<file path="src/rtl/byte_sub_shift_row_if.sv">
// Block-level start/done handshake plus the dual-port state RAM bus used by byte_sub_shift_row.
interface byte_sub_shift_row_if;
    logic        ap_start;
    logic        ap_done;
    logic        ap_idle;
    logic        ap_ready;
    logic [4:0]  statemt_address0;
    logic        statemt_ce0;
    logic        statemt_we0;
    logic [31:0] statemt_d0;
    logic [31:0] statemt_q0;
    logic [4:0]  statemt_address1;
    logic        statemt_ce1;
    logic        statemt_we1;
    logic [31:0] statemt_d1;
    logic [31:0] statemt_q1;

    modport slave (
        input  ap_start,
        input  statemt_q0,
        input  statemt_q1,
        output ap_done,
        output ap_idle,
        output ap_ready,
        output statemt_address0,
        output statemt_ce0,
        output statemt_we0,
        output statemt_d0,
        output statemt_address1,
        output statemt_ce1,
        output statemt_we1,
        output statemt_d1
    );

    modport master (
        output ap_start,
        output statemt_q0,
        output statemt_q1,
        input  ap_done,
        input  ap_idle,
        input  ap_ready,
        input  statemt_address0,
        input  statemt_ce0,
        input  statemt_we0,
        input  statemt_d0,
        input  statemt_address1,
        input  statemt_ce1,
        input  statemt_we1,
        input  statemt_d1
    );
endinterface

</file>
<file path="src/rtl/byte_sub_shift_row.sv">
// AES SubBytes + ShiftRows over a 4x4 byte state held in an external dual-port RAM,
// processed one row per pass: read four columns, substitute, write back rotated.
module byte_sub_shift_row #(
    parameter int NB = 4
) (
    input  logic                 ap_clk,
    input  logic                 ap_rst,
    byte_sub_shift_row_if.slave  bus
);
    typedef enum logic [2:0] {
        S_IDLE,
        S_RD0,
        S_RD1,
        S_RD2,
        S_CAP,
        S_WR0,
        S_WR1,
        S_DONE
    } state_t;

    localparam logic [7:0] SBOX [0:255] = '{
        8'h63, 8'h7c, 8'h77, 8'h7b, 8'hf2, 8'h6b, 8'h6f, 8'hc5, 8'h30, 8'h01, 8'h67, 8'h2b, 8'hfe, 8'hd7, 8'hab, 8'h76,
        8'hca, 8'h82, 8'hc9, 8'h7d, 8'hfa, 8'h59, 8'h47, 8'hf0, 8'had, 8'hd4, 8'ha2, 8'haf, 8'h9c, 8'ha4, 8'h72, 8'hc0,
        8'hb7, 8'hfd, 8'h93, 8'h26, 8'h36, 8'h3f, 8'hf7, 8'hcc, 8'h34, 8'ha5, 8'he5, 8'hf1, 8'h71, 8'hd8, 8'h31, 8'h15,
        8'h04, 8'hc7, 8'h23, 8'hc3, 8'h18, 8'h96, 8'h05, 8'h9a, 8'h07, 8'h12, 8'h80, 8'he2, 8'heb, 8'h27, 8'hb2, 8'h75,
        8'h09, 8'h83, 8'h2c, 8'h1a, 8'h1b, 8'h6e, 8'h5a, 8'ha0, 8'h52, 8'h3b, 8'hd6, 8'hb3, 8'h29, 8'he3, 8'h2f, 8'h84,
        8'h53, 8'hd1, 8'h00, 8'hed, 8'h20, 8'hfc, 8'hb1, 8'h5b, 8'h6a, 8'hcb, 8'hbe, 8'h39, 8'h4a, 8'h4c, 8'h58, 8'hcf,
        8'hd0, 8'hef, 8'haa, 8'hfb, 8'h43, 8'h4d, 8'h33, 8'h85, 8'h45, 8'hf9, 8'h02, 8'h7f, 8'h50, 8'h3c, 8'h9f, 8'ha8,
        8'h51, 8'ha3, 8'h40, 8'h8f, 8'h92, 8'h9d, 8'h38, 8'hf5, 8'hbc, 8'hb6, 8'hda, 8'h21, 8'h10, 8'hff, 8'hf3, 8'hd2,
        8'hcd, 8'h0c, 8'h13, 8'hec, 8'h5f, 8'h97, 8'h44, 8'h17, 8'hc4, 8'ha7, 8'h7e, 8'h3d, 8'h64, 8'h5d, 8'h19, 8'h73,
        8'h60, 8'h81, 8'h4f, 8'hdc, 8'h22, 8'h2a, 8'h90, 8'h88, 8'h46, 8'hee, 8'hb8, 8'h14, 8'hde, 8'h5e, 8'h0b, 8'hdb,
        8'he0, 8'h32, 8'h3a, 8'h0a, 8'h49, 8'h06, 8'h24, 8'h5c, 8'hc2, 8'hd3, 8'hac, 8'h62, 8'h91, 8'h95, 8'he4, 8'h79,
        8'he7, 8'hc8, 8'h37, 8'h6d, 8'h8d, 8'hd5, 8'h4e, 8'ha9, 8'h6c, 8'h56, 8'hf4, 8'hea, 8'h65, 8'h7a, 8'hae, 8'h08,
        8'hba, 8'h78, 8'h25, 8'h2e, 8'h1c, 8'ha6, 8'hb4, 8'hc6, 8'he8, 8'hdd, 8'h74, 8'h1f, 8'h4b, 8'hbd, 8'h8b, 8'h8a,
        8'h70, 8'h3e, 8'hb5, 8'h66, 8'h48, 8'h03, 8'hf6, 8'h0e, 8'h61, 8'h35, 8'h57, 8'hb9, 8'h86, 8'hc1, 8'h1d, 8'h9e,
        8'he1, 8'hf8, 8'h98, 8'h11, 8'h69, 8'hd9, 8'h8e, 8'h94, 8'h9b, 8'h1e, 8'h87, 8'he9, 8'hce, 8'h55, 8'h28, 8'hdf,
        8'h8c, 8'ha1, 8'h89, 8'h0d, 8'hbf, 8'he6, 8'h42, 8'h68, 8'h41, 8'h99, 8'h2d, 8'h0f, 8'hb0, 8'h54, 8'hbb, 8'h16
    };

    state_t               r_state;
    state_t               w_state_next;
    logic [1:0]           r_row;
    logic [NB-1:0][7:0]   r_b;
    logic [7:0]           r_sbox0;
    logic [7:0]           r_sbox1;
    logic [7:0]           w_sbox_addr0;
    logic [7:0]           w_sbox_addr1;
    logic [NB-1:0][7:0]   w_col_byte;
    logic                 w_unused_q;

    assign w_unused_q = ^{bus.statemt_q0[31:8], bus.statemt_q1[31:8]};

    // Column c of the current row receives the substituted byte read from column (c + row) mod 4.
    genvar gi;
    generate
        for (gi = 0; gi < NB; gi++) begin : g_col_sel
            assign w_col_byte[gi] = r_b[2'(gi) + r_row];
        end
    endgenerate

    always_ff @(posedge ap_clk) begin
        r_sbox0 <= SBOX[w_sbox_addr0];
        r_sbox1 <= SBOX[w_sbox_addr1];
    end

    always_ff @(posedge ap_clk or posedge ap_rst) begin
        if (ap_rst) begin
            r_state <= S_IDLE;
        end else begin
            r_state <= w_state_next;
        end
    end

    always_comb begin
        w_state_next = r_state;
        case (r_state)
            S_IDLE:  if (bus.ap_start) w_state_next = S_RD0;
            S_RD0:   w_state_next = S_RD1;
            S_RD1:   w_state_next = S_RD2;
            S_RD2:   w_state_next = S_CAP;
            S_CAP:   w_state_next = S_WR0;
            S_WR0:   w_state_next = S_WR1;
            S_WR1:   w_state_next = (r_row == 2'd3) ? S_DONE : S_RD0;
            S_DONE:  w_state_next = S_IDLE;
            default: w_state_next = S_IDLE;
        endcase
    end

    always_ff @(posedge ap_clk or posedge ap_rst) begin
        if (ap_rst) begin
            r_row <= '0;
            r_b   <= '0;
        end else begin
            case (r_state)
                S_IDLE: if (bus.ap_start) r_row <= '0;
                S_RD2: begin
                    r_b[0] <= r_sbox0;
                    r_b[1] <= r_sbox1;
                end
                S_CAP: begin
                    r_b[2] <= r_sbox0;
                    r_b[3] <= r_sbox1;
                end
                S_WR1: if (r_row != 2'd3) r_row <= r_row + 2'd1;
                default: ;
            endcase
        end
    end

    // Word address is {column, row}; the state never reaches words 16..31.
    always_comb begin
        bus.ap_done          = 1'b0;
        bus.ap_ready         = 1'b0;
        bus.ap_idle          = 1'b0;
        bus.statemt_ce0      = 1'b0;
        bus.statemt_ce1      = 1'b0;
        bus.statemt_we0      = 1'b0;
        bus.statemt_we1      = 1'b0;
        bus.statemt_address0 = '0;
        bus.statemt_address1 = '0;
        bus.statemt_d0       = '0;
        bus.statemt_d1       = '0;
        w_sbox_addr0         = '0;
        w_sbox_addr1         = '0;
        case (r_state)
            S_IDLE: bus.ap_idle = ~bus.ap_start;
            S_RD0: begin
                bus.statemt_ce0      = 1'b1;
                bus.statemt_ce1      = 1'b1;
                bus.statemt_address0 = {1'b0, 2'd0, r_row};
                bus.statemt_address1 = {1'b0, 2'd1, r_row};
            end
            S_RD1: begin
                bus.statemt_ce0      = 1'b1;
                bus.statemt_ce1      = 1'b1;
                bus.statemt_address0 = {1'b0, 2'd2, r_row};
                bus.statemt_address1 = {1'b0, 2'd3, r_row};
                w_sbox_addr0         = bus.statemt_q0[7:0];
                w_sbox_addr1         = bus.statemt_q1[7:0];
            end
            S_RD2: begin
                w_sbox_addr0 = bus.statemt_q0[7:0];
                w_sbox_addr1 = bus.statemt_q1[7:0];
            end
            S_WR0: begin
                bus.statemt_ce0      = 1'b1;
                bus.statemt_ce1      = 1'b1;
                bus.statemt_we0      = 1'b1;
                bus.statemt_we1      = 1'b1;
                bus.statemt_address0 = {1'b0, 2'd0, r_row};
                bus.statemt_address1 = {1'b0, 2'd1, r_row};
                bus.statemt_d0       = {24'h0, w_col_byte[0]};
                bus.statemt_d1       = {24'h0, w_col_byte[1]};
            end
            S_WR1: begin
                bus.statemt_ce0      = 1'b1;
                bus.statemt_ce1      = 1'b1;
                bus.statemt_we0      = 1'b1;
                bus.statemt_we1      = 1'b1;
                bus.statemt_address0 = {1'b0, 2'd2, r_row};
                bus.statemt_address1 = {1'b0, 2'd3, r_row};
                bus.statemt_d0       = {24'h0, w_col_byte[2]};
                bus.statemt_d1       = {24'h0, w_col_byte[3]};
            end
            S_DONE: begin
                bus.ap_done  = 1'b1;
                bus.ap_ready = 1'b1;
            end
            default: ;
        endcase
    end
endmodule

</file>
<file path="src/flat_wrapper.sv">
// flat-port wrapper written by rule: the top's interface ports become plain ports
module byte_sub_shift_row_flat 
#(
    parameter int NB = 4
)
  (ap_clk, ap_rst, bus_ap_start, bus_statemt_q0, bus_statemt_q1, bus_ap_done, bus_ap_idle, bus_ap_ready, bus_statemt_address0, bus_statemt_ce0, bus_statemt_we0, bus_statemt_d0, bus_statemt_address1, bus_statemt_ce1, bus_statemt_we1, bus_statemt_d1);
  byte_sub_shift_row_if bus_i ();
  input  logic ap_clk;
  input  logic ap_rst;
  input wire logic [$bits(bus_i.ap_start)-1:0] bus_ap_start;
  input wire logic [$bits(bus_i.statemt_q0)-1:0] bus_statemt_q0;
  input wire logic [$bits(bus_i.statemt_q1)-1:0] bus_statemt_q1;
  output wire logic [$bits(bus_i.ap_done)-1:0] bus_ap_done;
  output wire logic [$bits(bus_i.ap_idle)-1:0] bus_ap_idle;
  output wire logic [$bits(bus_i.ap_ready)-1:0] bus_ap_ready;
  output wire logic [$bits(bus_i.statemt_address0)-1:0] bus_statemt_address0;
  output wire logic [$bits(bus_i.statemt_ce0)-1:0] bus_statemt_ce0;
  output wire logic [$bits(bus_i.statemt_we0)-1:0] bus_statemt_we0;
  output wire logic [$bits(bus_i.statemt_d0)-1:0] bus_statemt_d0;
  output wire logic [$bits(bus_i.statemt_address1)-1:0] bus_statemt_address1;
  output wire logic [$bits(bus_i.statemt_ce1)-1:0] bus_statemt_ce1;
  output wire logic [$bits(bus_i.statemt_we1)-1:0] bus_statemt_we1;
  output wire logic [$bits(bus_i.statemt_d1)-1:0] bus_statemt_d1;
  assign bus_i.ap_start = bus_ap_start;
  assign bus_i.statemt_q0 = bus_statemt_q0;
  assign bus_i.statemt_q1 = bus_statemt_q1;
  assign bus_ap_done = bus_i.ap_done;
  assign bus_ap_idle = bus_i.ap_idle;
  assign bus_ap_ready = bus_i.ap_ready;
  assign bus_statemt_address0 = bus_i.statemt_address0;
  assign bus_statemt_ce0 = bus_i.statemt_ce0;
  assign bus_statemt_we0 = bus_i.statemt_we0;
  assign bus_statemt_d0 = bus_i.statemt_d0;
  assign bus_statemt_address1 = bus_i.statemt_address1;
  assign bus_statemt_ce1 = bus_i.statemt_ce1;
  assign bus_statemt_we1 = bus_i.statemt_we1;
  assign bus_statemt_d1 = bus_i.statemt_d1;
  byte_sub_shift_row #(.NB(NB)) u_core (.ap_clk(ap_clk), .ap_rst(ap_rst), .bus(bus_i));
endmodule
</file>
<file path="config.mk">
export PLATFORM = sky130hd
export DESIGN_NAME = byte_sub_shift_row_flat
export DESIGN_NICKNAME = d
export VERILOG_FILES = /design/src/rtl/byte_sub_shift_row_if.sv /design/src/rtl/byte_sub_shift_row.sv /design/src/flat_wrapper.sv
export SDC_FILE = /design/constraint.sdc
export NUM_CORES = 1
export LEC_CHECK = 0
export CAP_MARGIN = 10
export CELL_PAD_IN_SITES_DETAIL_PLACEMENT = 1
export CELL_PAD_IN_SITES_GLOBAL_PLACEMENT = 1
export CORE_ASPECT_RATIO = 0.7
export CORE_UTILIZATION = 40
export DETAILED_ROUTE_END_ITERATION = 12
export PLACE_DENSITY = 0.84
export SYNTH_ARGS = -nofsm -noshare
export SYNTH_HDL_FRONTEND = slang
export SYNTH_SLANG_ARGS = --single-unit
</file>
<file path="constraint.sdc">
create_clock -name ap_clk -period 4.2 [get_ports ap_clk]
set_input_delay 0.84 -clock ap_clk [delete_from_list [all_inputs] [get_ports ap_clk]]
set_output_delay 0.84 -clock ap_clk [all_outputs]
set_load 0.005 [all_outputs]
</file>
==> metrics <==
f_max 253 MHz; Max Fanout on Critical Path 9; clock skew 5.03 ps; startpoint types register; Worst path max stage delay 510 ps; share of layout cells above drive strength 1 0.152; delay-heaviest family, CP simple AND/OR/NAND/NOR gates; Final HPWL DP 43100 um; area leader, netlist dfrtp_1; # nets final 1564; Layout fillers 3099; CTS Root Cell clkbuf_16; Syn Inst Count 1421; final wirelength 58100 um; All-Layer GR Usage 0.450; post-route setup TNS 0 ps; antenna violations before repair 2; VDD IR max 364 uV; Comb pwr share 0.832; vias in the first global route 12300; commonest non-fill, non-tap cell in the layout buf_4; Critical Path AT 4120 ps; Vias/cell 7.42; Post-CTS Setup Repair Bufs 0; mapped cell area 9700 um^2; final core utilization 0.462; Lkg Pwr 4.18 nW; die height 132 um; Tmin final 3960 ps; Area Overhead vs Synth 12.8%; most frequent cells in the layout 147 x buf_4, 136 x nand2_1, 136 x a21oi_1, 129 x o21ai_0, 102 x nor2_1; H-Tree Depth 2; Final Cell Area 10900 um^2; RSZ-0062 raised after global routing false; GPL Wtd Cong 1.11; total iterations of the first detailed-routing run 6; Yosys top cell area share 0.0954; Buf/Inv on CP 2; largest net degree at the start of global routing 48; Setup WS pre-CTS 243 ps; DRT iter0 DRCs 2508; Clk pwr share 0.050; critical path's slowest cell ha_1; Mapped Avg Cell Area 6.83 um^2; sequential area share after synthesis 0.128; Routed WL per cell 32.6 um; ys flop type dfrtp_1; first-pass GRT wire length 84000 um; Initial Util 0.409; Hold Crit Class reg -> reg; #FFs+latches synth 53; Die ar. 24900 um^2; ys async rst share 0.698; synth top area cells dfrtp_1 9.5%, a21oi_1 7.0%, o21ai_0 6.7%, nand2_1 5.3%, buf_4 5.1%; Sw Share 0.596; cts bufs inserted 5; diodes inserted 0; Final Max Tran Viols 0; Yosys Warn Count 0; worst-path cell chain ha_1 > o21ba_4 > nand2_1 > buf_4 > inv_1 > ha_1 > nand2_1 > and3_1 > o31a_1 > o21ai_0 > and4_1 > nor4_1; worst setup margin 244 ps; later-pin clock latency in the skew report 290 ps; required time of the critical path 4360 ps; FP Rows 47; CP endpoint kind register; port bufs 48; Max-Cap Viols 0; final hold vios 0; CP Class reg -> reg; relative slew slack 0.214; Final period util 0.942; I/O pins 148; EDFF count, synth 0; Setup-failing EPs final 0; Slew @ Worst Pin 1180 ps; CTS resizes 0; clock buffer depth 2; net switching power 4.86 mW; Remaining DRCs 0; status completed; Core Area 23700 um^2; GR Overflow Total 0; Die X 188 um; CTS tree done; DP Area 10800 um^2; CTS Sinks 53; hold-fix buffer count after cts 0; Yosys cell types 86; Vias 13200; internal power 3.30 mW; final antenna-violating net count 0; Worst-path clk slew 70 ps; power share of the sequential group 0.118; Pwr Density 745 nW/um^2
==> power groups by stage <==
stage	Combinational [mW]	Sequential, mW	Clock, mW
after global placement	6.24	0.924	0
after floorplan	3.81	0.855	0
after CTS	6.33	0.959	0.409
after detailed placement	6.30	0.966	0
after global routing	6.95	0.986	0.431
final	6.79	0.966	0.404
==> cells by family after synthesis <==
group / Yosys count / synth area share
AOI/OAI and AO/OA: 567 / 0.391
and+or+nand+nor: 444 / 0.219
buffers and inverters: 243 / 0.132
muxes: 75 / 0.0820
DFF: 53 / 0.128
adders and majority gates: 34 / 0.0439
xor gates and xnor gates: 4 / 0.00361
other: 1 / 0.000387
==> sequential cells by signal, indices dropped and copies added (netlist names) <==
name            flops
u_core.r_sbox1      8
u_core.r_state      3
u_core.r_sbox0      8
u_core.r_row        2
u_core.r_b         32
==> through the flow <==
stage	hold slack, ps	cells	power, mW
2_1_floorplan	460	1471	4.67
3_5_place_dp	481	1773	7.26
5_1_grt	517	1782	8.37
6_report	494	1782	8.16
3_3_place_gp	469	1773	7.16
4_1_cts	496	1781	7.70
==> layer usage <==
layer | GRT usage | vias up | share of wire
li1 | - | 5342 | -
met1 | 0.636 | 6450 | 0.41
met2 | 0.579 | 1255 | 0.38
met3 | 0.255 | 180 | 0.19
met4 | 0.0899 | 4 | 0.026
met5 | 0 | - | 0.00067
==> Yosys cell counts, types with 8 or more instances <==
cell type  count
nor2_1       103
o311ai_0       9
mux2i_1       39
a31oi_1       20
ha_1          34
a211o_1       14
and2_1        12
o2111ai_1     11
and3_1         8
nand2b_1      28
o32ai_1       10
clkbuf_1      73
nor3_1        47
o211ai_1      24
buf_1         14
a211oi_1      25
nand2_1      136
a2111oi_0     12
mux2_2        36
o221ai_1      18
nor2b_1       12
o22ai_1       27
a21o_1        12
a221oi_1      18
a32oi_1       10
a21oi_1      136
buf_4         66
nand3_1       36
inv_1         27
dfrtp_1       37
a311oi_1      14
buf_2         55
nand4_1       11
o21ai_0      129
or3_1         10
dfxtp_1       16
o31ai_1       12
==> path summary, 6_finish.rpt <==
path,startpoint,to,slack (ps),cells after the start
worst max-delay path,u_core.r_state[1],u_core.r_sbox1[7],240,12
worst min-delay path,u_core.r_sbox0[3],u_core.r_b[3],490,1
worst max register to register,u_core.r_state[1],u_core.r_sbox1[7],240,12
worst min register to register,u_core.r_sbox0[3],u_core.r_b[3],490,1
max in group asynchronous,ap_rst,u_core.r_state[1],2730,3
min in group asynchronous,ap_rst,u_core.r_b[31],920,2
==> cell type report <==
cell class / count / area [um^2] / share of cell area
Tap cell: 318 / 398 / 0.0364
Clock inverter: 2 / 15.0 / 0.00137
Clock buffer: 6 / 129 / 0.0118
Inverter: 28 / 105 / 0.00960
Timing Repair Buffer: 200 / 1670 / 0.153
Multi-Input combinational cell: 1175 / 7380 / 0.674
Sequential cell: 53 / 1250 / 0.114
Power figures use the tool's default switching activity.
==> variant 1 (config.mk and constraints unchanged) <==
Reset style: synchronous (`ap_rst`), changed in 2 clocked blocks.
--- a/src/rtl/byte_sub_shift_row.sv
+++ b/src/rtl/byte_sub_shift_row.sv
@@ -64,5 +64,5 @@
     end
 
-    always_ff @(posedge ap_clk or posedge ap_rst) begin
+    always_ff @(posedge ap_clk) begin
         if (ap_rst) begin
             r_state <= S_IDLE;
@@ -87,5 +87,5 @@
     end
 
-    always_ff @(posedge ap_clk or posedge ap_rst) begin
+    always_ff @(posedge ap_clk) begin
         if (ap_rst) begin
             r_row <= '0;
Check against the original RTL: differs if ap_rst is asserted again (counterexample within 4 cycles, from zero or initial values and one cycle with ap_rst high); with ap_rst held inactive, the same outputs for 4 cycles.
==> variant 1 against the unedited design <==
- worst setup slack got worse by 0.14 ns
- clock skew decreased by 0.0010 ns
- fmax decreased by 3.4%
- routed wire length increased by 8.0%
- cell area increased by 3.1%
- sequential cell count unchanged
- sequential share of layout area decreased by 2.0 points
- synthesized area increased by 1.9%
- non-clock buffer count increased by 13
- first-iteration DRC count decreased by 8.8%
- global-route usage increased by 3.2 points
- power decreased by 13%
- critical endpoint is now u_core.r_sbox1[1]
==> variant 1: results (changes against the unedited design) <==
[sta]
holdWs_ns = 0.462  ; -0.0321 ns
finalCritPeriodShare_pct = 97.5  ; +3.3 points
skew_ns = 0.00403  ; -0.000998 ns
slew_headroom_pct = 14.3  ; -7.1 points

[global_routing]
met3_usage_pct = 28.9  ; +3.3 points
use_met1_pct = 66.1  ; +2.4 points
track_usage_pct = 48.3  ; +3.2 points
grt_max_degree = 82  ; +71%
grt_first_pass_wirelength_mm = 90.9  ; +8.2%
use_met2_pct = 61.2  ; +3.3 points

[synthesis]
synthXorXnorAreaFrac_pct = 0.177  ; -0.18 points
synthAdderAreaFrac_pct = 4.30  ; -0.082 points
synth.mux.area_fraction_pct = 4.30  ; -3.9 points
synth_area_um2 = 9880  ; +1.9%
yosysSeqAreaShare_pct = 10.7  ; -2.1 points
async_flop_share_pct = 0  ; -70 points
synth_compound_area_share_pct = 42.3  ; +3.3 points
ys_top_cells_by_count = nand2_1, a21oi_1, o21ai_0
synth_area_leaders = dfxtp_1, a21oi_1, nand2_1

[layout]
n_all_buffers = 213  ; +6.5%
n_fill_cell = 3185  ; +2.8%
drive_gt1_share_pct = 13.5  ; -1.7 points
final-clk-cell-share_pct = 1.26  ; -0.050 points
buffer_area_share_pct = 16.0  ; +0.68 points
n_all_inverters = 27  ; -3.6%
finalInstanceArea_um2 = 11300  ; +3.1%
multi_input_area_share_pct = 68.9  ; +1.5 points
final_nets = 1675  ; +7.1%
seq_share_pct = 9.42  ; -2.0 points
diodes = 1  ; +1
multi_input_cells = 1274  ; +8.4%

[pwr]
max-vdd-ir-drop_v = 0.000373  ; +2.6%
p_sw_uw = 4370  ; -10%
leakagePower_uw = 0.00399  ; -4.5%

[critical_path]
cp-startpoint = u_core.r_state[0]
r2r_slack_ns = 0.10  ; -0.14 ns
worst_ep_arrival_time_ns = 4.31  ; +0.19 ns

[outcome]
status = complete, no violations

[detailed_routing]
vias_per_cell = 7.45  ; +0.39%
routed_wl_mm = 62.7  ; +8.0%
first_pass_iters = 7  ; +1
drtIter0Drc = 2287  ; -8.8%

[place]
place_inst = 1885  ; +6.3%
pre_cts_slack_ns = 0.261  ; +0.0187 ns
dp_hpwl_mm = 46.7  ; +8.3%
gp_congestion = 1.15  ; +3.1%

[worst_hold_path]
whs_path_depth = 2  ; +1
min_from = u_core.r_sbox0[0]

[variant 1: final timing paths]
path | end
max | u_core.r_sbox1[1]
min | u_core.r_b[16]
max reg2reg | u_core.r_sbox1[1]
min reg2reg | u_core.r_b[16]
[variant 1: critical path, cell delays in order (launching register included)]
cell and delay, ns:
dfxtp_1 0.35, inv_1 0.16, ha_1 0.23, o21ba_4 0.32, nand2_1 0.20, ha_1 0.60, nor2_1 0.26, o311a_1 0.33
a2111oi_0 1.08, a31oi_1 0.24, a22oi_1 0.22
[variant 1: power groups by stage]
stage,Sequential [µW],Combinational (µW),Clock (µW)
2_1_floorplan,674,3160,0
3_3_place_gp,702,5480,0
3_5_place_dp,713,5510,0
4_1_cts,703,5540,410
5_1_grt,713,6080,426
6_report,706,6000,407
[variant 1: per-layer routing]
metal  part of all wire [%]  vias up
met4                    3.2       12
met1                     41     6815
met2                     36     1281
met5                   0.77        -
li1                       -     5748
met3                     19      261
==> variant 2 (config.mk and constraints unchanged) <==
Made on the original files. Re-encode `state_t` (8 states) as Gray code, 3 bits wide.
--- a/src/rtl/byte_sub_shift_row.sv
+++ b/src/rtl/byte_sub_shift_row.sv
@@ -9,12 +9,12 @@
 );
     typedef enum logic [2:0] {
-        S_IDLE,
-        S_RD0,
-        S_RD1,
-        S_RD2,
-        S_CAP,
-        S_WR0,
-        S_WR1,
-        S_DONE
+        S_IDLE = 3'b000,
+        S_RD0  = 3'b001,
+        S_RD1  = 3'b011,
+        S_RD2  = 3'b010,
+        S_CAP  = 3'b110,
+        S_WR0  = 3'b111,
+        S_WR1  = 3'b101,
+        S_DONE = 3'b100
     } state_t;
 
Formal check against the unedited RTL: no difference found for any inputs over 4 cycles, from zero or initial values and one cycle with ap_rst high; so few cycles prove little.
==> variant 2 against the unedited design <==
- synthesized area fell by 0.39%
- power decreased by 9.3%
- die area decreased by 0.38%
- cell area decreased by 4.7%
- core utilization decreased by 2.1 points
- sequential cell count stayed put
- critical path depth decreased by 2
- largest cell class unchanged
- routed wire length fell by 1.8%
- highest routed layer unchanged
- fmax is 0.45% higher
- worst setup slack better by 0.018 ns
- sequential share of layout area up 0.56 points
==> variant 2: results (changes against the unedited design) <==
[outcome]
status = complete, no violations

[global_routing]
grt_first_pass_wirelength_mm = 82.8  ; -1.5%
grt_pass1_vias = 11800  ; -3.8%
track_usage_pct = 44.7  ; -0.31 points
met3_usage_pct = 27.0  ; +1.5 points
grt_max_degree = 41  ; -15%
use_met2_pct = 57.0  ; -0.81 points
use_met1_pct = 62.2  ; -1.5 points

[synthesis]
synthCells = 1352  ; -4.9%
ys_top_cells_by_count = a21oi_1, nand2_1, nor2_1, o21ai_0, buf_4
synth_area_leaders = dfrtp_1, a21oi_1, buf_4
synthDistinctLibCells = 97  ; +13%

[pwr]
leakagePower_uw = 0.00398  ; -4.8%
p_int_uw = 3080  ; -6.5%
max-vdd-ir-drop_v = 0.000388  ; +6.6%

[detailed_routing]
first_pass_iters = 7  ; +1
m1WireLength_mm = 23.4  ; -1.7%
wl_per_cell_um = 34.1  ; +4.5%
drtIter0Drc = 2640  ; +5.3%
vias_per_cell = 7.47  ; +0.55%
met3_length_mm = 11.0  ; +0.81%

[layout]
final_nets = 1451  ; -7.2%
instances_no_fill = 1674  ; -6.1%
clock_buffers = 7  ; +1
n_fill_cell = 3031  ; -2.2%
buffer_area_share_pct = 12.1  ; -3.2 points
n_all_inverters = 25  ; -11%
area_growth_pct = 7.98
final-clk-cell-share_pct = 1.51  ; +0.20 points
n_all_buffers = 151  ; -25%
drive_gt1_share_pct = 14.9  ; -0.34 points
multi_input_area_share_pct = 69.7  ; +2.3 points
multi_input_cells = 1119  ; -4.8%

[critical_path]
worst_ep_arrival_time_ns = 4.06  ; -0.06 ns
regToRegStartpoint = u_core.r_state[2]
critPathCapture = u_core.r_sbox0[7]
cp-startpoint = bus_statemt_q0[1]
critPathTopFamily = compound AO/OA/AOI/OAI gates
r2r-end = u_core.r_sbox0[2]
cp_slowest_cell = a2111oi_0

[sta]
tightest_slew_ns = 1.24  ; +0.0619 ns
fmax_ghz = 0.254  ; +0.45%
holdWs_ns = 0.504  ; +0.00992 ns
skew_ns = 0.00631  ; +0.00128 ns

[worst_hold_path]
min_from = u_core.r_sbox1[0]
hold-path-endpoint = u_core.r_b[8]

[place]
dp_hpwl_mm = 42.3  ; -2.1%
placed_cell_area_um2 = 10300  ; -4.6%
gp_congestion = 1.13  ; +1.0%
pre_cts_slack_ns = 0.263  ; +0.0197 ns

-- variant 2: cell types whose count changed in the layout (fill, tap and decap cells not counted), sizes merged, moves of 11 or more --
cell    delta
buf       -49
nor2b     +12
nand2     -40
o21ai     -42
nand2b    +11
nor2      -17
-- variant 2: worst register-to-register path: cells and delay by family, from the launching register on --
kind | cells | cell delay [ns]
AND/OR/NAND/NOR | 3 | 1.12
adder cells (fa/ha/maj) | 1 | 0.51
buffers and inverters | 2 | 0.43
flip-flops | 1 | 0.39
AO/OA/AOI/OAI | 5 | 1.17
-- variant 2: power groups by stage --
stage	registers, µW	logic, µW	clock network (µW)
floorplan	896	3440	0
global placement	962	5510	0
detailed placement	999	5540	0
CTS	995	5570	433
global route	1020	6090	452
finish	1000	5970	428
-- variant 2: cell families after synthesis --
family	Yosys count	synth area share (%)
DFF	53	12.9
and+or+nand+nor	441	25.0
muxes	73	8.30
xor gates and xnor gates	2	0.181
buffers and inverters	230	13.8
AOI/OAI and AO/OA	523	36.0
adders and majority gates	29	3.76
other	1	0.0388
